--- config.mk ---
export PLATFORM = sky130hd
export DESIGN_NAME = uart_link_arbiter
export DESIGN_NICKNAME = d
export VERILOG_FILES = /design/src/rtl/uart_link_arbiter.sv
export SDC_FILE = /design/constraint.sdc
export NUM_CORES = 1
export LEC_CHECK = 0
export ABC_AREA = 1
export CORE_MARGIN = 2
export CORE_UTILIZATION = 59
export CTS_BUF_LIST = sky130_fd_sc_hd__clkbuf_8
export CTS_CLUSTER_DIAMETER = 30
export DETAILED_ROUTE_END_ITERATION = 10
export DONT_BUFFER_PORTS = 1
export PLACE_DENSITY_LB_ADDON = 0.2
export SLEW_MARGIN = 25
export SYNTH_ARGS = -nofsm -noshare
export SYNTH_HDL_FRONTEND = slang
export SYNTH_SLANG_ARGS = --single-unit
--- constraint.sdc ---
create_clock -name clk -period 1.3 [get_ports clk]
set_input_delay 0.13 -clock clk [delete_from_list [all_inputs] [get_ports clk]]
set_output_delay 0.13 -clock clk [all_outputs]
set_load 0.05 [all_outputs]
--- src/rtl/uart_link_arbiter.sv ---
// Round-robin arbiter sharing one UART frame link between NUM_REQ requesters.
// Sequences the TX handshake, waits for read responses and routes them back.
module uart_link_arbiter #(
  parameter int NUM_REQ        = 2,
  parameter int FRAME_WIDTH    = 32,
  parameter int RESP_WIDTH     = 16,
  parameter int TIMEOUT_CYCLES = 65535
) (
  input  logic                           clk,
  input  logic                           rstn,
  input  logic [NUM_REQ-1:0]             req_valid,
  input  logic [NUM_REQ-1:0]             req_is_read,
  input  logic [NUM_REQ*FRAME_WIDTH-1:0] req_frame,
  output logic [NUM_REQ-1:0]             req_ready,
  output logic [NUM_REQ-1:0]             resp_valid,
  output logic [NUM_REQ-1:0]             resp_timeout,
  output logic [RESP_WIDTH-1:0]          resp_data,
  output logic                           link_busy,
  output logic [FRAME_WIDTH-1:0]         u_din,
  output logic                           u_en,
  input  logic                           u_tx_busy,
  input  logic                           u_rx_ready,
  input  logic [RESP_WIDTH-1:0]          u_dout
);

  localparam int IW = (NUM_REQ > 1) ? $clog2(NUM_REQ) : 1;
  localparam logic [IW-1:0] LAST_INIT = IW'(NUM_REQ - 1);
  localparam logic [15:0] CNT_MAX = 16'(TIMEOUT_CYCLES - 1);

  typedef enum logic [2:0] {
    IDLE,
    SEND,
    TX_START,
    TX_WAIT,
    RX_WAIT
  } state_t;

  state_t        state;
  logic [IW-1:0] last_grant;
  logic [IW-1:0] owner;
  logic [IW-1:0] win;
  logic          win_ok;
  logic          is_read;
  logic [15:0]   cnt;

  // Search starts just past the last grant so every requester gets a turn.
  always_comb begin
    int idx;
    idx    = 0;
    win    = '0;
    win_ok = 1'b0;
    for (int k = 1; k <= NUM_REQ; k++) begin
      idx = (int'(last_grant) + k) % NUM_REQ;
      if (!win_ok && req_valid[IW'(idx)]) begin
        win_ok = 1'b1;
        win    = IW'(idx);
      end
    end
  end

  always_comb begin
    req_ready = '0;
    if (state == IDLE && win_ok) begin
      req_ready[win] = 1'b1;
    end
  end

  assign link_busy = (state != IDLE);

  always_ff @(posedge clk or negedge rstn) begin
    if (!rstn) begin
      state        <= IDLE;
      last_grant   <= LAST_INIT;
      owner        <= '0;
      is_read      <= 1'b0;
      cnt          <= '0;
      u_en         <= 1'b0;
      u_din        <= '0;
      resp_data    <= '0;
      resp_valid   <= '0;
      resp_timeout <= '0;
    end else begin
      u_en         <= 1'b0;
      resp_valid   <= '0;
      resp_timeout <= '0;
      unique case (state)
        IDLE: begin
          if (win_ok) begin
            owner      <= win;
            is_read    <= req_is_read[win];
            u_din      <= req_frame[int'(win)*FRAME_WIDTH +: FRAME_WIDTH];
            last_grant <= win;
            u_en       <= 1'b1;
            state      <= SEND;
          end
        end
        SEND: begin
          state <= TX_START;
        end
        TX_START: begin
          if (u_tx_busy) begin
            state <= TX_WAIT;
          end
        end
        TX_WAIT: begin
          if (!u_tx_busy) begin
            if (is_read) begin
              cnt   <= '0;
              state <= RX_WAIT;
            end else begin
              state <= IDLE;
            end
          end
        end
        RX_WAIT: begin
          cnt <= cnt + 16'd1;
          // A response arriving on the expiry cycle beats the timeout.
          if (u_rx_ready) begin
            resp_data         <= u_dout;
            resp_valid[owner] <= 1'b1;
            state             <= IDLE;
          end else if (cnt == CNT_MAX) begin
            resp_timeout[owner] <= 1'b1;
            state               <= IDLE;
          end
        end
        default: begin
          state <= IDLE;
        end
      endcase
    end
  end

endmodule

==> results of run 1 <==
Yosys cell counts (all sizes together):
master / instances
a21oi: 1
buf: 12
clkinv: 1
dfrtp: 74
dfstp: 1
ha: 2
inv: 28
mux2: 16
nand2: 146
nand3: 47
nand4: 7
nor2: 22
nor3: 6
o21ai: 13
o21bai: 1
o22ai: 4
o32ai: 1
xor2: 6
metrics by stage:
step	cells	instance area, um2	setup WS (ns)	util, %
detailed placement	521	4140	-0.172	73.8
floorplan	388	3560	-0.135	-
global placement	521	4140	-0.0916	73.8
logic make-up after synthesis:
family | after synthesis | synth area share (%)
multiplexers | 16 | 6.06
AND/OR/NAND/NOR | 228 | 28.5
adder cells (fa/ha/maj) | 2 | 0.721
flip-flops | 75 | 54.1
XOR/XNOR | 6 | 1.51
buffers and inverters | 41 | 5.77
AO/OA/AOI/OAI | 20 | 3.32
==> qor.csv, run 1 <==
stage;metric;value;unit
status;outcome;did not finish;
status;failed_stage;clock tree synthesis (4_1_cts);
status;firstError;[ERROR DPL-0033] detailed placement checks failed during check placement.;
place;place_hpwl;6030;um
cts;htreeDepth;3;
synthesis;synth_cell_types;29;
cts;cts_resized;36;
synthesis;ys_warn_count;0;
cts;cts-root-buf;clkbuf_8;
cts;clockBufferDepth;2;
synthesis;synth.area.top_cells;dfrtp_1 (53%), nand2_1 (15%), nand3_1 (6.8%);
cts;cts_sinks;75;
die;io_pins;144;
cts;cts_made_buffers;9;
place;finalWeightedCongestion;0.865;
synthesis;netlist_area;0.00347;mm2
die;num_rows;27;
synthesis;postSynthCellCount;388;
synthesis;synth_nets;478;
synthesis;synth_top_cell_by_area;dfrtp_1;
synthesis;synth_top_area_share;53.4;%
cts;post-cts-setup-buffer-count;15;
place;portBuffers;0;
synthesis;yosys_register_bits;75;
cts;hold_buffers;83;
die;start_util;61.9;%
synthesis;ys_seq_area_share;54.1;%
die;die_w;80.7;um
synthesis;syn_area_per_cell;8.94;um2
die;dieHeight;80.7;um
==> run 2, diff against run 1 <==
CORE_UTILIZATION = 40   (was 59)
CTS_BUF_LIST = not set   (was sky130_fd_sc_hd__clkbuf_8)
CTS_CLUSTER_DIAMETER = not set   (was 30)
PLACE_DENSITY_LB_ADDON = 0.15   (was 0.2)
clock period = 1.7 ns   (was 1.3 ns; I/O delays follow)
==> run 2 against run 1 <==
  * Synthesized cell count unchanged
  * The flow now finishes, with violations (hold timing)
  * Synthesized area unchanged
==> qor.csv, run 2 <==
stage;metric;value;unit
place;place_hpwl;5160;um
die;core_area;0.00830;mm2
route;dr.pass1.iters;5;
cts;cts_tree;done;
grt;overflow;0;
synthesis;async_flop_share;100;%
synthesis;yosys_register_bits;75;
sta;finalCritPeriodShare;96.0;%
pwr;ir_drop;0.946;mV
critical_path;crit_family;simple AND/OR/NAND/NOR gates;
critical_path;crit_path_frequent_cell;nor2_4;
finish;fill_cells;682;
synthesis;ys_seq_area_share;54.1;%
finish;register_area;0.00188;mm2
die;io_pins;144;
finish;final_common_cell;nand2_1;
route;routed_wl;9230;um
route;dr_total_vias;3024;
sta;hold_violations;75;
cts;clkLatencyLatePin;0.35;ns
sta;rsz0062_at_grt;yes;
critical_path;crit_path_start_kind;flip-flop;
grt;grt_usage;20.6;%
sta;period_needed;1.63;ns
place;portBuffers;0;
grt;grt_pass1_vias;3264;
sta;clock_skew;0.0108;ns
critical_path;r2r_end;u_din[22];
cts;htreeDepth;3;
pwr;p_leak;2.24;nW
route;drtIter0Drc;203;
finish;fin_nets;582;
critical_path;worstRegToRegCells;10;
cts;cts_made_buffers;9;
critical_path;worst_ep_required_time;1.53;ns
min_path;min_path_type;input port to async pin;
synthesis;ys_warn_count;0;
synthesis;synth_top_area_share;53.4;%
status;outcome;complete, but fails checks;
cts;hold_buffers;83;
sta;hold_ws;-0.485;ns
critical_path;cp.arrival;1.46;ns
die;die_w;97.1;um
critical_path;slowest_delay;0.41;ns
critical_path;reg2reg_slack;0.13;ns
synthesis;synth_edf_count;0;
synthesis;synth_top_cells_by_count;nand2_1 (142), dfrtp_1 (74), nand3_1 (47);
sta;fmax;613;MHz
synthesis;synth_top_cell_by_area;dfrtp_1;
critical_path;path_class;flip-flop to output port;
critical_path;crit_fanout;4;
die;dieHeight;97.1;um
synthesis;yosysMostFrequentCell;nand2_1;
sta;setup_tns;0;ns
finish;reg_top3;u_din: 32 flops, cnt: 16 flops, resp_data: 16 flops;
finish;top_register;u_din;
synthesis;synth_nets;478;
cts;cts_sinks;75;
synthesis;synth_cell_types;29;
sta;worstMarginPinSlew;0.511;ns
route;via_per_inst;5.02;
critical_path;crit_buf_inv;2;
cts;clockBufferDepth;2;
synthesis;netlist_area;0.00347;mm2
route;wire_per_inst;15.3;um
finish;mostFrequentLayoutCells;nand2_1 (142), dlygate4sd3_1 (83), dfrtp_1 (74), nand3_1 (47), inv_1 (25);
finish;drive_gt1_share;13.3;%
die;die_area;0.00944;mm2
synthesis;synth_ff_type;dfrtp_1;
finish;multiInputGateArea;0.00140;mm2
sta;setup_ws;0.0677;ns
route;final_antenna_net_count;0;
die;start_util;41.8;%
finish;n_antenna_cell;0;
finish;largest_reg_flops;32;
grt;antenna_found_initial;0;
job;drv_cap;0;
die;num_rows;33;
place;post-place-ws;0.138;ns
synthesis;syn_area_per_cell;8.94;um2
critical_path;worst_setup_path_end_kind;output port;
status;violations;hold timing;
sta;maxSlewHeadroom;66.0;%
critical_path;r2r_start;state[0];
route;drc;0;
cts;clk_pin_slew_worst_paths;0.08;ns
critical_path;crit_chain;nor2_4 > nand2_2 > nor2_4 > inv_4 > nor2_8 > buf_12;
place;finalWeightedCongestion;0.859;
critical_path;cp_slowest_cell;dfrtp_1;
cts;cts-root-buf;clkbuf_8;
grt;grt_max_degree;76;
finish;synthToLayoutAreaGrowth;37.3;%
sta;setup_viol;0;
pwr;cellPowerDensity;1810;mW/mm2
synthesis;synth.area.top_cells;dfrtp_1 (53%), nand2_1 (15%), nand3_1 (6.8%);
synthesis;postSynthCellCount;388;
grt;grt_pass1_wl;15800;um
sta;slew_viol_final;0;
==> run 2: worst reg2reg max path: cells and delay by family (launching register included) <==
| kind | cells | cell delay [ns] |
|---|---|---|
| and+or+nand+nor | 6 | 0.66 |
| buffers and inverters | 4 | 0.44 |
| DFF | 1 | 0.41 |
==> run 2: worst max path at each step <==
stage | start | endpoint | slack [ns] | cells after the start
global placement | state[0] | u_din[22] | 0.18 | 8
global route | state[0] | req_ready[0] | -0.04 | 6
CTS | state[1] | req_ready[0] | 0.01 | 6
floorplan | state[0] | u_din[24] | 0.10 | 8
detailed placement | state[0] | u_din[15] | 0.14 | 8
finish | state[0] | req_ready[0] | 0.07 | 6
==> run 2: what timing repair did <==
item / in CTS / in global routing
hold endpoints to repair: 126 / 75
endpoints found under the setup margin: 2 / 7
setup buffers: 7 / 4
resized for setup: 2 / 1
pin swaps: 3 / 4
==> run 2: cell type report <==
class,count,share of cell area (%)
flip-flops and latches,75,39.4
multi-input cells,272,29.3
repair buffers,105,22.0
clock buffers,11,2.76
well taps,105,2.76
inverters,29,2.49
clock inverters,5,1.31
==> run 2: cell families (layout without fill, tap and decap cells) <==
family | after synthesis | count (layout) | share of synthesized area [%]
simple gates | 228 | 228 | 28.5
flops | 75 | 75 | 54.1
buf+inv | 41 | 150 | 5.77
compound gates | 20 | 20 | 3.32
mux | 16 | 16 | 6.06
xor+xnor | 6 | 6 | 1.51
fa+ha+maj | 2 | 2 | 0.721
==> run 2: where the power goes <==
part | total (mW) | internal, mW | switching [mW]
Sequential | 5.04 | 2.53 | 2.51
Combinational | 2.22 | 1.07 | 1.15
Clock | 1.36 | 0.687 | 0.671
==> run 2: per-stage QoR <==
stage               std cells  util (%)  hold WS, ns  cell area, um2  total power, mW
floorplan                 388         -       -0.126            3470             6.42
global placement          492      44.0       -0.122            3650             6.88
detailed placement        492      44.0       -0.123            3650             6.94
CTS                       598      57.0       -0.506            4730             8.58
global route              602      57.4       -0.513            4760             9.15
finish                    602      57.4       -0.485            4760             8.62
==> run 2: layer usage <==
layer  part of all wire, %  GRT usage (%)
met5                     0              0
met1                    41           25.7
met4                   2.8           9.97
met2                    47           33.7
met3                   8.4           4.75
Power figures use the tool's default switching activity.
==> run 3, diff against run 2 <==
ABC_CLOCK_PERIOD_IN_PS = 1700   (was not set)
PLACE_DENSITY_LB_ADDON = not set   (was 0.15)
==> run 3 against run 2 <==
  * The run still ends with hold timing left
  * Utilization decreased by 0.18 points
  * Worst hold slack worse by 0.0055 ns
  * Maximum frequency grew 1.7%
  * Setup slack improved by 0.028 ns
  * Die area unchanged
  * Register-to-register slack barely moved
  * Combinational power barely moved
  * Critical path depth unchanged
  * Critical endpoint is now req_ready[1]
  * First-iteration DRC count decreased by 32%
  * Power hardly changed
==> qor.csv, run 3 (same netlist as run 2, synthesis figures left out) <==
stage;metric;value;unit
job;drv_cap;0;
pwr;p_leak;2.23;nW
grt;grt_max_degree;76;
critical_path;crit_path_frequent_cell;nor2_4;
finish;synthToLayoutAreaGrowth;36.9;%
sta;maxSlewHeadroom;65.4;%
finish;fill_cells;683;
finish;drive_gt1_share;13.2;%
cts;clkLatencyLatePin;0.34;ns
cts;cts_sinks;75;
route;via_per_inst;5.08;
route;wire_per_inst;15.4;um
finish;reg_top3;u_din: 32 flops, cnt: 16 flops, resp_data: 16 flops;
place;place_hpwl;5300;um
cts;cts_tree;done;
critical_path;cp_slowest_cell;dfrtp_1;
sta;slew_viol_final;0;
pwr;cellPowerDensity;1810;mW/mm2
finish;fin_util;57.2;%
grt;grt_pass1_vias;3171;
status;outcome;complete, but fails checks;
grt;antenna_found_initial;0;
sta;setup_ws;0.0956;ns
finish;register_area;0.00188;mm2
critical_path;path_class;flip-flop to output port;
finish;n_antenna_cell;0;
sta;finalCritPeriodShare;94.4;%
cts;hold_buffers;83;
sta;setup_viol;0;
grt;met3_usage;6.19;%
finish;multiInputGateArea;0.00140;mm2
grt;globalRouteMet2Util;33.0;%
sta;worstMarginPinSlew;0.519;ns
critical_path;slowest_delay;0.43;ns
sta;hold_violations;75;
route;dr.pass1.iters;4;
finish;top_register;u_din;
critical_path;crit_path_start_kind;flip-flop;
place;post-place-ws;0.0839;ns
grt;use_met1;24.9;%
sta;hold_ws;-0.491;ns
grt;grt_pass1_wl;15300;um
sta;rsz0062_at_grt;no;
sta;fmax;623;MHz
place;finalWeightedCongestion;0.884;
die;die_w;97.1;um
grt;overflow;0;
die;core_area;0.00830;mm2
die;num_rows;33;
critical_path;crit_buf_inv;2;
pwr;power;8.61;mW
die;start_util;41.8;%
critical_path;worst_ep_required_time;1.53;ns
cts;htreeDepth;3;
die;io_pins;144;
cts;clockBufferDepth;2;
route;drc;0;
finish;largest_reg_flops;32;
route;drtIter0Drc;139;
cts;clk_pin_slew_worst_paths;0.08;ns
status;violations;hold timing;
finish;fin_nets;580;
sta;setup_tns;0;ns
cts;cts_made_buffers;9;
cts;cts-root-buf;clkbuf_8;
critical_path;crit_fanout;3;
pwr;ir_drop;1.04;mV
critical_path;crit_family;simple AND/OR/NAND/NOR gates;
grt;grt_usage;20.3;%
critical_path;crit_chain;nor2_4 > nand2_2 > nor2_4 > nand2_4 > inv_4 > buf_12;
route;dr_total_vias;3042;
die;die_area;0.00944;mm2
sta;clock_skew;0.0117;ns
finish;final_common_cell;nand2_1;
critical_path;cp.arrival;1.43;ns
place;portBuffers;0;
sta;period_needed;1.60;ns
route;final_antenna_net_count;0;
route;routed_wl;9240;um
min_path;min_path_type;input port to async pin;
die;dieHeight;97.1;um
grt;grt_busiest_layer;met2;
finish;mostFrequentLayoutCells;nand2_1 (142), dlygate4sd3_1 (83), dfrtp_1 (73), nand3_1 (47), inv_1 (25);
critical_path;worst_setup_path_end_kind;output port;
## run 3: layer usage
metal / share of wire, % / routed length, um / vias to the layer above
li1: - / - / 1450
met1: 42 / 3920 / 1417
met2: 47 / 4320 / 153
met3: 8.3 / 767 / 22
met4: 2.5 / 229 / 0
met5: 0 / 0 / -
## run 3: cell type report
| cell class | count | share of cell area [%] |
|---|---|---|
| sequential | 75 | 39.6 |
| multi-input combinational | 272 | 29.4 |
| timing repair buffer | 103 | 21.7 |
| clock buffer | 11 | 2.98 |
| tap | 105 | 2.77 |
| inverter | 29 | 2.50 |
| clock inverter | 4 | 1.08 |
## run 3: what timing repair did
action	in CTS	in global routing
resized for setup	2	2
gates cloned	0	0
hold endpoints to repair	125	75
endpoints found under the setup margin	2	8
pin swaps	3	4
buffers inserted	6	4
## run 3: path summary, 6_finish.rpt
| kind | startpoint | to | slack [ns] | depth (start not counted) |
|---|---|---|---|---|
| worst min register to register | owner | resp_valid[0] | 0.46 | 1 |
| max in group asynchronous | rstn | last_grant | 2.00 | 0 |
| min in group clk | u_tx_busy | state[0] | 0.06 | 4 |
| worst min-delay path | rstn | u_din[26] | -0.49 | 0 |
| worst max register to register | state[1] | u_din[1] | 0.13 | 8 |
| worst max-delay path | state[1] | req_ready[1] | 0.1 | 6 |
## run 3: power breakdown
group          leakage, nW  switching, mW  internal (mW)  total (mW)
combinational         1.17           1.13           1.06        2.19
clock               0.0954          0.649          0.711        1.36
sequential           0.970           2.52           2.54        5.06
## run 3: stage by stage
| step | area (um2) | instances |
|---|---|---|
| after floorplan | 3470 | 388 |
| after global placement | 3640 | 491 |
| after detailed placement | 3640 | 491 |
| after CTS | 4710 | 595 |
| after global routing | 4750 | 599 |
| final | 4750 | 599 |
